`config.mk`:
```
export PLATFORM = sky130hd
export DESIGN_NAME = fifo_ctrl_param
export DESIGN_NICKNAME = d
export VERILOG_FILES = /design/src/rtl/fifo_ctrl_param.sv
export SDC_FILE = /design/constraint.sdc
export NUM_CORES = 1
export LEC_CHECK = 0
export BUFFER_PORTS_ARGS = -buffer_cell sky130_fd_sc_hd__buf_2
export CAP_MARGIN = 20
export CORE_ASPECT_RATIO = 1.25
export CORE_MARGIN = 8
export CORE_UTILIZATION = 30
export CTS_CLUSTER_SIZE = 40
export DETAILED_ROUTE_END_ITERATION = 10
export PLACE_DENSITY = 0.59
export SYNTH_ARGS = -nofsm -noshare
export SYNTH_HDL_FRONTEND = slang
export SYNTH_SLANG_ARGS = --single-unit
export TNS_END_PERCENT = 100
```
`constraint.sdc`:
```
create_clock -name clk -period 6.7 [get_ports clk]
set_input_delay 1.34 -clock clk [delete_from_list [all_inputs] [get_ports clk]]
set_output_delay 1.34 -clock clk [all_outputs]
set_load 0.02 [all_outputs]
```
`src/rtl/fifo_ctrl_param.sv`:
```
// Parametrised FIFO pointer/flag controller driving an external dual-port RAM.
// Optional sticky overflow/underflow flags are enabled by defining FIFO_CTRL_ERR_FLAGS_EN.
module fifo_ctrl_param #(
  parameter int ADDR_W    = 4,
  parameter int AF_THRESH = 12,
  parameter int AE_THRESH = 2
) (
  input  logic              clk,
  input  logic              reset,
  input  logic              read,
  input  logic              write,
  output logic              wr_en,
  output logic              rd_en,
  output logic              empty,
  output logic              full,
  output logic              almost_empty,
  output logic              almost_full,
  output logic [ADDR_W:0]   count,
  output logic [ADDR_W-1:0] writeAddr,
  output logic [ADDR_W-1:0] readAddr
`ifdef FIFO_CTRL_ERR_FLAGS_EN
  ,
  output logic              overflow,
  output logic              underflow
`endif
);

  localparam int CNT_W = ADDR_W + 1;
  localparam int DEPTH = 2 ** ADDR_W;
  localparam logic [CNT_W-1:0] DEPTH_C = CNT_W'(DEPTH);
  localparam logic [CNT_W-1:0] AF_C    = CNT_W'(AF_THRESH);
  localparam logic [CNT_W-1:0] AE_C    = CNT_W'(AE_THRESH);

  logic [CNT_W-1:0]  count_q, count_d;
  logic [ADDR_W-1:0] wrPtr_q, wrPtr_d;
  logic [ADDR_W-1:0] rdPtr_q, rdPtr_d;

  // Flags come only from the registered count, so they lag acceptance by one edge.
  assign empty        = (count_q == '0);
  assign full         = (count_q == DEPTH_C);
  assign almost_empty = (count_q <= AE_C);
  assign almost_full  = (count_q >= AF_C);

  // A full FIFO still accepts a push when a pop happens in the same cycle.
  assign rd_en = read & ~empty;
  assign wr_en = write & (~full | read);

  assign count     = count_q;
  assign writeAddr = wrPtr_q;
  assign readAddr  = rdPtr_q;

  always_comb begin
    count_d = count_q;
    wrPtr_d = wrPtr_q;
    rdPtr_d = rdPtr_q;
    if (wr_en) wrPtr_d = wrPtr_q + ADDR_W'(1);
    if (rd_en) rdPtr_d = rdPtr_q + ADDR_W'(1);
    if (wr_en && !rd_en) begin
      count_d = count_q + CNT_W'(1);
    end else if (rd_en && !wr_en) begin
      count_d = count_q - CNT_W'(1);
    end
  end

  always_ff @(posedge clk) begin
    if (reset) begin
      count_q <= '0;
      wrPtr_q <= '0;
      rdPtr_q <= '0;
    end else begin
      count_q <= count_d;
      wrPtr_q <= wrPtr_d;
      rdPtr_q <= rdPtr_d;
    end
  end

`ifdef FIFO_CTRL_ERR_FLAGS_EN
  logic overflow_q, underflow_q;

  // Rejected requests latch until the next reset.
  always_ff @(posedge clk) begin
    if (reset) begin
      overflow_q  <= 1'b0;
      underflow_q <= 1'b0;
    end else begin
      overflow_q  <= overflow_q | (write & ~wr_en);
      underflow_q <= underflow_q | (read & ~rd_en);
    end
  end

  assign overflow  = overflow_q;
  assign underflow = underflow_q;
`endif

endmodule

```
==> flow_summary.toml <==
[die]
core_um2 = 2430
die-area_um2 = 4400
start_util = 0.312
ios = 23
num_rows = 20
die_x_um = 60.9
die_h_um = 72.2

[worst_setup_path]
endpoint_kind = "output pin"
required_ns = 5.36
cpPeakStageDelay_ns = 0.25
path_delay_family = "buffers and inverters"
r2r_slack_ns = 3.86
crit_fanout = 5
critical_path_class = "in2out"
crit_chain = "buf_2 > inv_1 > a31o_4 > inv_1 > buf_2"
cp.arrival_ns = 2.03
critPathLaunchType = "primary input"
crit_buf_inv = 4
cpMaxStageDelayCell = "a31o_4"

[global_route]
grt_pass1_wl_um = 2900
antenna_found_initial = 0
grt_max_degree = 18
grt_use_total = 0.0873
globalRoute.totalOverflow = 0
grt_pass1_vias = 682

[detailed_routing]
met1_length_um = 766
firstDrtPassIters = 3
num_vias = 647
top_layer_used = "met4"
vias_per_cell = 4.65
detail-route-antenna-nets = 0
drc = 0
wl_met2_um = 807
wl_per_cell_um = 12.3
wirelength_um = 1720
first_iter_violations = 7
met3_length_um = 73

[logic_synthesis]
ys_seq_elements = 13
synth_top_area_cell = "dfxtp_1"
ys_seq_area_frac = 0.344
syn_nets = 94
ys.warnings.count = 0
synthDistinctLibCells = 30
syn_area_per_cell_um2 = 9.12
synth_top_area_frac = 0.344
syn_area_um2 = 757
synth_area_leaders = "dfxtp_1 34%, ha_1 9.9%, nor2_1 6.4%, xor2_1 4.6%, mux2i_1 4.0%"
synthCells = 83

[clocking]
htree_levels = 1
cts_buffers = 3
clk_latency_ns = 0.28
post_cts_buffers = 0
cts_buffer_depth = 2
cts_tree = "built"
postCtsResizedCells = 0
clock-sinks = 13
clock-root-buffer = "clkbuf_4"
cts_hold_buf = 0
cts.clk_slew.worst_paths_ns = 0.08

[timing]
rsz0062_at_grt = "false"
finalCriticalPeriod_ns = 3.37
worst_pin_slew_ns = 0.447
fin_tns_setup_ns = 0
fmax_ghz = 0.297
setup_ws_ns = 3.33
post-route-period-util = 0.503
maxSlewViolCount = 0
finalClockSkew_ns = 0.00235
finalSetupViolCount = 0
final_hold_viol_count = 0
maxSlewHeadroom = 0.700

[power]
power_density_nw_per_um2 = 422
p_leak_nw = 0.463
total_power_mw = 0.389
vdd.ir_drop.worst_uv = 220

[place]
dp_slack_ns = 3.27
dpl.hpwl_um = 1310
gp_congestion = 0.766
io_buffers = 22
placed_area_um2 = 896

[finish]
antenna-diode-count = 0
stdcell_area_um2 = 922
fillers = 269
drive_above_1_share = 0.283
layout.nets = 118
syn_to_final_growth_pct = 21.8

[outcome]
status = "complete, no violations"

[job]
cap_violations = 0

[worst_hold_path]
hold_class = "reg2reg"
-- kinds of logic (layout without fill, tap and decap cells) --
logic type,Yosys count,count (layout),synth area share
AO/OA/AOI/OAI,15,15,0.155
XOR/XNOR,6,6,0.0694
adder cells (fa/ha/maj),7,7,0.126
buffers and inverters,8,31,0.0413
flip-flops,13,13,0.344
multiplexers,4,4,0.0545
AND/OR/NAND/NOR,30,30,0.210
-- metal layers --
| metal | up-vias | track usage |
|---|---|---|
| met2 | 16 | 0.139 |
| met3 | 5 | 0.0159 |
| met4 | 0 | 0.0883 |
| met5 | - | 0 |
| li1 | 336 | - |
| met1 | 290 | 0.0895 |
-- sequential cells by signal (all words and copies together) (netlist names) --
signal,count
writeAddr,4
readAddr,4
count,5
-- Yosys cell counts --
| master | number |
|---|---|
| nor2b_1 | 2 |
| or3_4 | 1 |
| and2_1 | 1 |
| fa_1 | 1 |
| a21oi_1 | 5 |
| buf_2 | 1 |
| a31oi_1 | 2 |
| nand2_1 | 3 |
| or4_1 | 1 |
| o21ai_0 | 2 |
| nand3_1 | 3 |
| nor4bb_1 | 1 |
| o311ai_1 | 1 |
| ha_1 | 6 |
| xor2_1 | 4 |
| nor3_1 | 1 |
| inv_1 | 5 |
| a211oi_1 | 1 |
| mux2_2 | 1 |
| xnor2_1 | 2 |
| o31ai_4 | 1 |
| a31o_4 | 1 |
| nor2_1 | 13 |
| or3_1 | 2 |
| mux2i_1 | 3 |
| dfxtp_1 | 13 |
| nor4_2 | 1 |
| nor4_1 | 1 |
| a21o_1 | 2 |
| clkbuf_1 | 2 |
-- final timing paths --
path	startpoint	end	cells past startpoint
worst max-delay path	read	wr_en	5
worst min register to register	writeAddr[3]	writeAddr[3]	2
worst min-delay path	writeAddr[3]	writeAddr[3]	2
worst max register to register	count[0]	count[4]	10
-- power by group --
part	internal [mW]	switching, mW
Clock	0.0231	0.0266
Sequential	0.0953	0.0324
Combinational	0.0894	0.122
-- tightest hold or removal path, delay by kind of cell (launching register included) --
family / cells / cell delay (ns)
compound gates: 2 / 0.13
flops: 1 / 0.32
-- through the flow --
step | hold slack, ns | cells | utilization
detailed placement | 0.489 | 135 | 0.369
global route | 0.539 | 139 | 0.380
finish | 0.493 | 139 | 0.380
floorplan | 0.558 | 83 | -
global placement | 0.479 | 135 | 0.369
CTS | 0.500 | 139 | 0.380
-- layout make-up --
cell class | instances | area [um2] | area share
flip-flops and latches | 13 | 260 | 0.282
multi-input cells | 62 | 465 | 0.505
repair buffers | 22 | 110 | 0.119
inverters | 5 | 18.8 | 0.0204
clock buffers | 4 | 26.3 | 0.0285
well taps | 33 | 41.3 | 0.0448
-- cells in the final DEF, fill, tap and decap left out, types with 4 or more instances in the layout --
cell type and instances:
buf_2 22, nor2_1 13, dfxtp_1 13, ha_1 6
inv_1 5, a21oi_1 5, xor2_1 4
Note: power is estimated with default switching activity, not from simulation.
